**config.mk**
```make
export PLATFORM = sky130hd
export DESIGN_NAME = instr_fetch_flat
export DESIGN_NICKNAME = d
export VERILOG_FILES = /design/src/rtl/instr_fetch_if.sv /design/src/rtl/instr_fetch.sv /design/src/flat_wrapper.sv
export SDC_FILE = /design/constraint.sdc
export NUM_CORES = 1
export LEC_CHECK = 0
export BUFFER_PORTS_ARGS = -buffer_cell sky130_fd_sc_hd__buf_4
export CORE_ASPECT_RATIO = 0.6
export CORE_MARGIN = 2
export CORE_UTILIZATION = 48
export DETAILED_ROUTE_END_ITERATION = 16
export PLACE_DENSITY = 0.82
export SETUP_SLACK_MARGIN = 0.02
export SLEW_MARGIN = 20
export SYNTH_ARGS = -nofsm -noshare
export SYNTH_HDL_FRONTEND = slang
export SYNTH_SLANG_ARGS = --single-unit
```
**constraint.sdc**
```tcl
create_clock -name Clk -period 1.9 [get_ports Clk]
set_clock_uncertainty 0.05 [all_clocks]
set_input_delay 0.285 -clock Clk [delete_from_list [all_inputs] [get_ports Clk]]
set_output_delay 0.285 -clock Clk [all_outputs]
set_load 0.02 [all_outputs]
```
**src/rtl/instr_fetch_if.sv**
```systemverilog
// Bundles the fetch unit's connections to the program counter, instruction memory,
// branch unit and decode stage. Only the clock and the clear stay outside it.
interface instr_fetch_if #(
  parameter int ADDR_WIDTH  = 8,
  parameter int INSTR_WIDTH = 16
);
  logic [ADDR_WIDTH-1:0]  PC_Out;
  logic                   PC_Clr;
  logic                   PC_Inc;
  logic                   PC_Load;
  logic [ADDR_WIDTH-1:0]  Dest_Reg;
  logic                   Branch_Take;
  logic [ADDR_WIDTH-1:0]  Branch_Target;
  logic                   Stall;
  logic                   Mem_Req;
  logic [ADDR_WIDTH-1:0]  Mem_Addr;
  logic                   Mem_Ack;
  logic [INSTR_WIDTH-1:0] Mem_Data;
  logic [INSTR_WIDTH-1:0] IR_Out;
  logic                   IR_Valid;
  logic                   IR_Ready;
  logic                   Fetch_Err;

  modport master (
    input  PC_Out, Branch_Take, Branch_Target, Stall, Mem_Ack, Mem_Data, IR_Ready,
    output PC_Clr, PC_Inc, PC_Load, Dest_Reg, Mem_Req, Mem_Addr, IR_Out, IR_Valid, Fetch_Err
  );

  modport slave (
    output PC_Out, Branch_Take, Branch_Target, Stall, Mem_Ack, Mem_Data, IR_Ready,
    input  PC_Clr, PC_Inc, PC_Load, Dest_Reg, Mem_Req, Mem_Addr, IR_Out, IR_Valid, Fetch_Err
  );
endinterface

```
**src/rtl/instr_fetch.sv**
```systemverilog
// Instruction fetch unit: requests one word per PC value, handles memory timeout,
// decode backpressure and branch redirects. Every output comes straight from a register.
module instr_fetch #(
  parameter int ADDR_WIDTH  = 8,
  parameter int INSTR_WIDTH = 16,
  parameter int TIMEOUT     = 8
) (
  input  logic          Clk,
  input  logic          IF_Clr,
  instr_fetch_if.master bus
);

  typedef enum logic [1:0] {
    IDLE  = 2'd0,
    FETCH = 2'd1,
    HOLD  = 2'd2
  } state_t;

  state_t                 state_q, state_d;
  logic [7:0]             count_q, count_d;
  logic                   memReq_q, memReq_d;
  logic [ADDR_WIDTH-1:0]  memAddr_q, memAddr_d;
  logic [INSTR_WIDTH-1:0] irOut_q, irOut_d;
  logic                   irValid_q, irValid_d;
  logic                   pcClr_q, pcClr_d;
  logic                   pcInc_q, pcInc_d;
  logic                   pcLoad_q, pcLoad_d;
  logic [ADDR_WIDTH-1:0]  destReg_q, destReg_d;
  logic                   fetchErr_q, fetchErr_d;
  logic                   pcBusy;

  // A pending clear/increment/load means PC_Out changes on the coming edge,
  // so IDLE must wait one more cycle before sampling it.
  assign pcBusy = pcClr_q | pcInc_q | pcLoad_q;

  always_comb begin
    state_d    = state_q;
    count_d    = count_q;
    memReq_d   = memReq_q;
    memAddr_d  = memAddr_q;
    irOut_d    = irOut_q;
    irValid_d  = irValid_q;
    destReg_d  = destReg_q;
    pcClr_d    = 1'b0;
    pcInc_d    = 1'b0;
    pcLoad_d   = 1'b0;
    fetchErr_d = 1'b0;

    if (bus.Branch_Take) begin
      pcLoad_d  = 1'b1;
      destReg_d = bus.Branch_Target;
      irValid_d = 1'b0;
      memReq_d  = 1'b0;
      state_d   = IDLE;
    end else begin
      case (state_q)
        IDLE: begin
          if (!bus.Stall && !pcBusy) begin
            memAddr_d = bus.PC_Out;
            memReq_d  = 1'b1;
            count_d   = 8'd0;
            state_d   = FETCH;
          end else begin
            memReq_d  = 1'b0;
          end
        end
        FETCH: begin
          if (bus.Mem_Ack) begin
            irOut_d   = bus.Mem_Data;
            irValid_d = 1'b1;
            memReq_d  = 1'b0;
            pcInc_d   = 1'b1;
            state_d   = HOLD;
          end else if (count_q == 8'(TIMEOUT - 1)) begin
            fetchErr_d = 1'b1;
            memReq_d   = 1'b0;
            state_d    = IDLE;
          end else begin
            count_d = count_q + 8'd1;
          end
        end
        HOLD: begin
          if (irValid_q && bus.IR_Ready) begin
            irValid_d = 1'b0;
            state_d   = IDLE;
          end
        end
        default: begin
          memReq_d  = 1'b0;
          irValid_d = 1'b0;
          state_d   = IDLE;
        end
      endcase
    end
  end

  always_ff @(posedge Clk) begin
    if (IF_Clr) begin
      state_q    <= IDLE;
      count_q    <= 8'd0;
      memReq_q   <= 1'b0;
      memAddr_q  <= '0;
      irOut_q    <= '0;
      irValid_q  <= 1'b0;
      pcClr_q    <= 1'b1;
      pcInc_q    <= 1'b0;
      pcLoad_q   <= 1'b0;
      destReg_q  <= '0;
      fetchErr_q <= 1'b0;
    end else begin
      state_q    <= state_d;
      count_q    <= count_d;
      memReq_q   <= memReq_d;
      memAddr_q  <= memAddr_d;
      irOut_q    <= irOut_d;
      irValid_q  <= irValid_d;
      pcClr_q    <= pcClr_d;
      pcInc_q    <= pcInc_d;
      pcLoad_q   <= pcLoad_d;
      destReg_q  <= destReg_d;
      fetchErr_q <= fetchErr_d;
    end
  end

  assign bus.Mem_Req   = memReq_q;
  assign bus.Mem_Addr  = memAddr_q;
  assign bus.IR_Out    = irOut_q;
  assign bus.IR_Valid  = irValid_q;
  assign bus.PC_Clr    = pcClr_q;
  assign bus.PC_Inc    = pcInc_q;
  assign bus.PC_Load   = pcLoad_q;
  assign bus.Dest_Reg  = destReg_q;
  assign bus.Fetch_Err = fetchErr_q;

endmodule

```
**src/flat_wrapper.sv**
```systemverilog
// flat-port wrapper written by rule: the top's interface ports become plain ports
module instr_fetch_flat 
#(
  parameter int ADDR_WIDTH  = 8,
  parameter int INSTR_WIDTH = 16,
  parameter int TIMEOUT     = 8
)
  (Clk, IF_Clr, bus_PC_Out, bus_Branch_Take, bus_Branch_Target, bus_Stall, bus_Mem_Ack, bus_Mem_Data, bus_IR_Ready, bus_PC_Clr, bus_PC_Inc, bus_PC_Load, bus_Dest_Reg, bus_Mem_Req, bus_Mem_Addr, bus_IR_Out, bus_IR_Valid, bus_Fetch_Err);
  instr_fetch_if #(.ADDR_WIDTH(ADDR_WIDTH), .INSTR_WIDTH(INSTR_WIDTH)) bus_i ();
  input  logic Clk;
  input  logic IF_Clr;
  input wire logic [$bits(bus_i.PC_Out)-1:0] bus_PC_Out;
  input wire logic [$bits(bus_i.Branch_Take)-1:0] bus_Branch_Take;
  input wire logic [$bits(bus_i.Branch_Target)-1:0] bus_Branch_Target;
  input wire logic [$bits(bus_i.Stall)-1:0] bus_Stall;
  input wire logic [$bits(bus_i.Mem_Ack)-1:0] bus_Mem_Ack;
  input wire logic [$bits(bus_i.Mem_Data)-1:0] bus_Mem_Data;
  input wire logic [$bits(bus_i.IR_Ready)-1:0] bus_IR_Ready;
  output wire logic [$bits(bus_i.PC_Clr)-1:0] bus_PC_Clr;
  output wire logic [$bits(bus_i.PC_Inc)-1:0] bus_PC_Inc;
  output wire logic [$bits(bus_i.PC_Load)-1:0] bus_PC_Load;
  output wire logic [$bits(bus_i.Dest_Reg)-1:0] bus_Dest_Reg;
  output wire logic [$bits(bus_i.Mem_Req)-1:0] bus_Mem_Req;
  output wire logic [$bits(bus_i.Mem_Addr)-1:0] bus_Mem_Addr;
  output wire logic [$bits(bus_i.IR_Out)-1:0] bus_IR_Out;
  output wire logic [$bits(bus_i.IR_Valid)-1:0] bus_IR_Valid;
  output wire logic [$bits(bus_i.Fetch_Err)-1:0] bus_Fetch_Err;
  assign bus_i.PC_Out = bus_PC_Out;
  assign bus_i.Branch_Take = bus_Branch_Take;
  assign bus_i.Branch_Target = bus_Branch_Target;
  assign bus_i.Stall = bus_Stall;
  assign bus_i.Mem_Ack = bus_Mem_Ack;
  assign bus_i.Mem_Data = bus_Mem_Data;
  assign bus_i.IR_Ready = bus_IR_Ready;
  assign bus_PC_Clr = bus_i.PC_Clr;
  assign bus_PC_Inc = bus_i.PC_Inc;
  assign bus_PC_Load = bus_i.PC_Load;
  assign bus_Dest_Reg = bus_i.Dest_Reg;
  assign bus_Mem_Req = bus_i.Mem_Req;
  assign bus_Mem_Addr = bus_i.Mem_Addr;
  assign bus_IR_Out = bus_i.IR_Out;
  assign bus_IR_Valid = bus_i.IR_Valid;
  assign bus_Fetch_Err = bus_i.Fetch_Err;
  instr_fetch #(.ADDR_WIDTH(ADDR_WIDTH), .INSTR_WIDTH(INSTR_WIDTH), .TIMEOUT(TIMEOUT)) u_core (.Clk(Clk), .IF_Clr(IF_Clr), .bus(bus_i));
endmodule
```
==> flow_summary_export.csv, run 1 <==
group,metric,value,unit
die,io_pins,76,
detailed_routing,drc_errors,0,
sta,drv_slew,0,
synth,seq_area_frac_synth,0.4910,
sta,layout_min_cycle_time,1.759,ns
critical_path,cp_slowest_stage_delay,0.57,ns
clocking,cts_hold_buffers,0,
critical_path,crit_buf_inv,0,
critical_path,cp.depth,4,
critical_path,r2r-end,"u_core.count_q[4]",
clocking,cts_tree,"built",
clocking,cts_buffer_depth,2,
synth,syn_area_per_cell,9.144,um2
clocking,htree_levels,2,
detailed_routing,vias,1776,
critical_path,reg2reg_depth,4,
critical_path,cpMostUsedCell,"or4_4",
critical_path,path_class,"reg2reg",
synth,yosysTopAreaCell,"dfxtp_1",
layout,fin_nets,330,
detailed_routing,wl_met3,449,um
synth,synthTopCellsByArea,"dfxtp_1, mux2i_1, nand2_1",
critical_path,ff2ff_setup_slack,0.14,ns
critical_path,cp.required,2.03,ns
layout,multi_input_area,909.6,um2
die,core_area,0.003786,mm2
global_routing,grt_pass1_vias,1694,
power,swShare,0.2167,
global_routing,grt_pass1_wl,7.734,mm
synth,synthArstFlopShare,0,
power,p_leak,1.126,nW
global_routing,grt-ovfl-total,0,
critical_path,reg2reg_from,"u_core.bus.PC_Inc",
clocking,numCtsBuffers,5,
layout,syn2layout_area_growth,38.24,%
power,power.switching,0.0004422,W
power,p_comb_frac,0.102,
critical_path,arrival,1.89,ns
detailed_routing,wl,4.655,mm
placed_design,hpwl,3.519,mm
detailed_routing,ant_nets,0,
critical_path,path_delay_family,"simple AND/OR/NAND/NOR gates",
detailed_routing,wl_met2,1.981,mm
sta,slew_headroom,0.5981,
critical_path,crit_start,"u_core.bus.PC_Inc",
layout,antenna_cells,0,
layout,fillers,287,
die,initial_utilization,0.5169,
clocking,cts.sinks,48,
synth,synth_top_area_frac,0.4910,
synth,yosys_most_used_dff,"dfxtp_1",
synth,ys.warnings.count,0,
detailed_routing,top_layer,"met4",
die,die_h,53.46,um
detailed_routing,via_per_inst,5.239,
synth,mappedNetlistArea,0.001957,mm2
sta,fin_setup_tns,0,ns
detailed_routing,first_pass_iters,4,
power,p_seq_frac,0.509,
sta,tightest_slew,0.6023,ns
critical_path,crit_path_top_delay_cell,"or4_4",
power,power_density,754.4,mW/mm2
power,pwr-share-clk,0.389,
synth,synth_cell_types,43,
die,die_area,0.004621,mm2
synth,synth.net_count,253,
layout,regArea,960.9,um2
min_path,hold_path_class,"in2reg",
global_routing,grt_max_degree,24,
run_status,run_status,"finished, final reports clean",
layout,final_cell_mix,"buf_4, dfxtp_1, nand2_1, a21oi_1, nor2_1",
layout,drive_gt1_frac,0.3664,
critical_path,crit_chain,"or4_4 > or4_4 > nand2_2 > a311oi_1",
detailed_routing,wl_met1,2.206,mm
sta,hold_viol,0,
die,chipWidth,86.43,um
placed_design,gp_congestion,0.9602,
global_routing,grtUsageTotal,0.2198,
sta,rsz0062_at_grt,"true",
detailed_routing,drt_iter0_drc,179,
global_routing,antenna_found_initial,0,
power,vdd_drop_max,518.5,uV
critical_path,crit_path_end,"u_core.count_q[4]",
clocking,cts-root-buf,"clkbuf_8",
synth,synth-seq-cells,48,
critical_path,crit_fanout,4,
synth,syn_inst,214,
synth,synth_enable_flop_cells,0,
critical_path,worst_setup_path_start_kind,"register",
layout,final_common_cell,"buf_4",
placed_design,io_buffers,75,
die,rows,17,
detailed_routing,wl_per_cell,13.73,um
clocking,clkTransAtPathRegs,0.09,ns
critical_path,cp-end-kind,"register",
power,p_total,0.002041,W
sta,setup_violations,0,
power,intPower,0.001599,W
clocking,clkLatencyLatePin,0.30,ns
run,maxCapViolCount,0,
sta,timing.final.crit_share,0.9260,
sta,fmax,568.4,MHz
## metal layers
metal / vias up / global-route usage
met2: 71 / 0.3359
met4: 0 / 0.06771
li1: 891 / -
met1: 812 / 0.2956
met3: 2 / 0.07176
met5: - / 0
## kinds of logic after synthesis
family,count (synthesis),synth area share
buf+inv,19,0.04667
simple gates,86,0.2180
flops,48,0.4910
mux,16,0.08184
compound gates,44,0.1560
fa+ha+maj,1,0.006393
## worst min-delay path by stage
stage,start,to,slack (ns),cells past startpoint
2_1_floorplan,IF_Clr,u_core.bus.PC_Clr,0.26,0
3_3_place_gp,u_core.bus.IR_Out[10],u_core.bus.IR_Out[10],0.39,2
3_5_place_dp,u_core.bus.IR_Out[13],u_core.bus.IR_Out[13],0.40,2
4_1_cts,bus_Mem_Ack,u_core.bus.Fetch_Err,0.14,2
5_1_grt,bus_Mem_Ack,u_core.bus.Fetch_Err,0.14,2
6_report,bus_Mem_Ack,u_core.bus.Fetch_Err,0.15,2
## stage by stage
| stage | setup WS, ns | hold WS, ns | instances | utilization | cell area (um2) |
|---|---|---|---|---|---|
| 6_report | 0.1405 | 0.1485 | 339 | 0.7145 | 2705 |
| 3_5_place_dp | 0.1156 | 0.3995 | 331 | 0.6788 | 2570 |
| 5_1_grt | 0.01704 | 0.1415 | 339 | 0.7145 | 2705 |
| 2_1_floorplan | 0.1340 | 0.2627 | 214 | - | 1957 |
| 3_3_place_gp | 0.1567 | 0.3924 | 331 | 0.6788 | 2570 |
| 4_1_cts | 0.1042 | 0.1412 | 339 | 0.7122 | 2696 |
## power by group through the flow
stage	Sequential (W)	Clock [W]	Combinational [W]
after floorplan	0.00109	0	0.0000738
after global placement	0.00106	0	0.000205
after detailed placement	0.00106	0	0.000207
after CTS	0.00104	0.000805	0.000208
after global routing	0.00104	0.000862	0.000224
final	0.00104	0.000794	0.000208
## cells in the mapped netlist (2+ instances only)
cell	count
o21ai_0	2
nor2_1	22
buf_6	2
or4_4	2
mux2i_1	16
clkbuf_1	9
dfxtp_1	48
o21a_1	2
or2_2	2
nor4_1	3
nor4b_2	2
nand2_1	40
inv_1	6
a21oi_1	22
nand2b_1	2
a211oi_1	3
nand3_1	5
## timing repair
action	4_1_cts	5_1_grt
resized for setup	0	3
hold endpoints to repair	0	0
endpoints found under the setup margin	0	19
setup buffers	0	0
## worst reg2reg max path, stage by stage, from the launching register on
cell and delay, ns:
dfxtp_1 0.32, or4_4 0.57, or4_4 0.47, nand2_2 0.14, a311oi_1 0.10
## layout make-up
class | instances | area share
flip-flops and latches | 48 | 0.3552
multi-input cells | 147 | 0.3363
repair buffers | 83 | 0.2317
clock buffers | 7 | 0.03562
well taps | 47 | 0.02174
clock inverters | 1 | 0.01110
inverters | 6 | 0.008326
## sequential cells by signal (all words and copies together), names as in the netlist
name / cells
u_core.state_q: 2
u_core.bus.IR_Out: 16
u_core.bus.Fetch_Err: 1
u_core.bus.Mem_Req: 1
u_core.bus.PC_Load: 1
u_core.count_q: 8
u_core.bus.IR_Valid: 1
u_core.bus.PC_Clr: 1
u_core.bus.Dest_Reg: 8
u_core.bus.Mem_Addr: 8
u_core.bus.PC_Inc: 1
Power figures use the tool's default switching activity.
==> run 2: changes to the inputs <==
--- a/config.mk
+++ b/config.mk
@@ -5,6 +5,7 @@
 export SDC_FILE = /design/constraint.sdc
 export NUM_CORES = 1
 export LEC_CHECK = 0
+export ABC_AREA = 1
 export BUFFER_PORTS_ARGS = -buffer_cell sky130_fd_sc_hd__buf_4
 export CORE_ASPECT_RATIO = 0.6
 export CORE_MARGIN = 2
==> flow_summary_export.csv, run 2 <==
group,metric,value,unit
run_status,run_status,"finished, final reports clean",
power,p_total,0.001911,W
global_routing,grt_pass1_vias,1656,
die,io_pins,76,
synth,synth_enable_flop_cells,0,
synth,post-synth-top-count-cell,"nor2_1",
layout,antenna_cells,0,
detailed_routing,wl_per_cell,12.31,um
synth,yosys_most_used_dff,"dfxtp_1",
sta,setup_violations,0,
global_routing,grt_pass1_wl,7.410,mm
detailed_routing,drc_errors,0,
clocking,cts_resized,0,
synth,yosys-top-cells-count,"nor2_1, dfxtp_1, nand2_1",
global_routing,grtUsageTotal,0.2099,
global_routing,grt_max_degree,28,
detailed_routing,drt_iter0_drc,105,
critical_path,path_class,"reg2reg",
synth,synth-seq-cells,48,
placed_design,dp_slack,0.4758,ns
clocking,cts_tree,"built",
synth,syn_area_per_cell,7.707,um2
synth,yosysTopAreaCell,"dfxtp_1",
clocking,htree_levels,2,
sta,tightest_slew,0.3736,ns
sta,setup_slack,0.4356,ns
synth,syn_inst,257,
sta,layout_min_cycle_time,1.464,ns
min_path,hold_path_class,"in2reg",
clocking,numCtsBuffers,5,
die,core_area,0.004031,mm2
detailed_routing,first_pass_iters,5,
critical_path,cp-end-kind,"register",
synth,synthArstFlopShare,0,
sta,hold_viol,0,
synth,ys.warnings.count,0,
synth,synth.net_count,296,
synth,seq_area_frac_synth,0.4852,
layout,final_common_cell,"buf_4",
detailed_routing,wl,4.739,mm
layout,drive_gt1_frac,0.3373,
clocking,cts-root-buf,"clkbuf_8",
critical_path,cp.required,2.09,ns
die,die_h,53.76,um
die,rows,18,
clocking,cts.sinks,48,
sta,slew_headroom,0.7506,
die,chipWidth,86.93,um
layout,largest_reg_flops,16,
detailed_routing,ant_nets,0,
power,vdd_drop_max,439.6,uV
layout,syn2layout_area_growth,34.74,%
detailed_routing,via_per_inst,4.971,
clocking,cts_buffer_depth,2,
placed_design,hpwl,3.454,mm
layout,post-route-util,0.6620,
power,power_density,716.0,mW/mm2
layout,final_cell_mix,"buf_4, nor2_1, dfxtp_1, nand2_1, o21ai_1",
synth,synth_top_area_frac,0.4852,
clocking,clkLatencyLatePin,0.30,ns
clocking,clkTransAtPathRegs,0.09,ns
power,p_leak,1.250,nW
synth,mappedNetlistArea,0.001981,mm2
global_routing,antenna_found_initial,0,
layout,fin_nets,373,
sta,fmax,682.9,MHz
synth,synthTopCellsByArea,"dfxtp_1, nor2_1, nand2_1",
sta,drv_slew,0,
placed_design,gp_congestion,0.9296,
clocking,cts_hold_buffers,0,
synth,synth_cell_types,28,
critical_path,crit_fanout,8,
critical_path,ff2ff_setup_slack,0.44,ns
critical_path,worst_setup_path_start_kind,"register",
sta,rsz0062_at_grt,"false",
die,die_area,0.004673,mm2
placed_design,io_buffers,75,
critical_path,arrival,1.65,ns
sta,fin_setup_tns,0,ns
run,maxCapViolCount,0,
die,initial_utilization,0.4913,
global_routing,grt-ovfl-total,0,
detailed_routing,vias,1914,
clocking,cts_setup_buffers,0,
sta,timing.final.crit_share,0.7708,
## run 2: cell types whose count changed in the layout (fill, tap and decap cells not counted), moves of 3 or more
cell and delta:
nor2_2 +10, mux2i_1 -16, o21ai_0 +4, o21ai_1 +19, nor3_1 +9, nand3_1 +10, buf_4 -5, nor2_1 +31
inv_2 +5, nor2_4 +3, a21oi_1 -13, a211oi_1 -3, nand2_1 +7
## run 2: cell type report
class | count | area [um2]
multi-input cells | 188 | 913.4
well taps | 50 | 62.56
inverters | 14 | 57.56
clock inverters | 2 | 13.76
flip-flops and latches | 48 | 960.9
fillers | 330 | 1363
clock buffers | 6 | 82.58
repair buffers | 77 | 578.1
## run 2: worst paths after layout
check / depth (start not counted) / endpoint / startpoint
setup / recovery: 7 / u_core.count_q[4] / u_core.count_q[0]
hold / removal: 3 / u_core.bus.Dest_Reg[0] / bus_Branch_Target[0]
setup reg to reg: 7 / u_core.count_q[4] / u_core.count_q[0]
hold reg to reg: 2 / u_core.bus.Dest_Reg[3] / u_core.bus.Dest_Reg[3]
## run 2: per-layer routing
| layer | track usage | wire, um | vias up |
|---|---|---|---|
| li1 | - | - | 983 |
| met1 | 0.2784 | 2231 | 843 |
| met2 | 0.3079 | 1918 | 84 |
| met3 | 0.1043 | 556 | 4 |
| met4 | 0.04688 | 32 | 0 |
| met5 | 0 | 0 | - |
## run 2: report_power, final
group	switching [W]	internal [W]
Sequential	0.0000147	0.00103
Clock	0.000344	0.000298
Combinational	0.000120	0.000103
Total	0.000479	0.00143
## run 2: kinds of logic after synthesis
| group | synth area share |
|---|---|
| AOI/OAI and AO/OA | 0.1049 |
| adders and majority gates | 0.006316 |
| buffers and inverters | 0.05369 |
| DFF | 0.4852 |
| and+or+nand+nor | 0.3500 |
## run 2: stage by stage
step	cell area (um2)	hold slack, ns	std cells
after CTS	2669	0.1080	385
after detailed placement	2572	0.4126	377
after global placement	2572	0.4087	377
final	2669	0.1128	385
after floorplan	1981	0.2627	257
after global routing	2669	0.09847	385
## run 2: critical path: stages (launching register included)
cell     delay [ns]
dfxtp_1        0.38
ha_1           0.20
nand3_1        0.14
nor2_2         0.17
nand2_2        0.12
nand2_4        0.13
nand2_1        0.06
a21oi_1        0.14
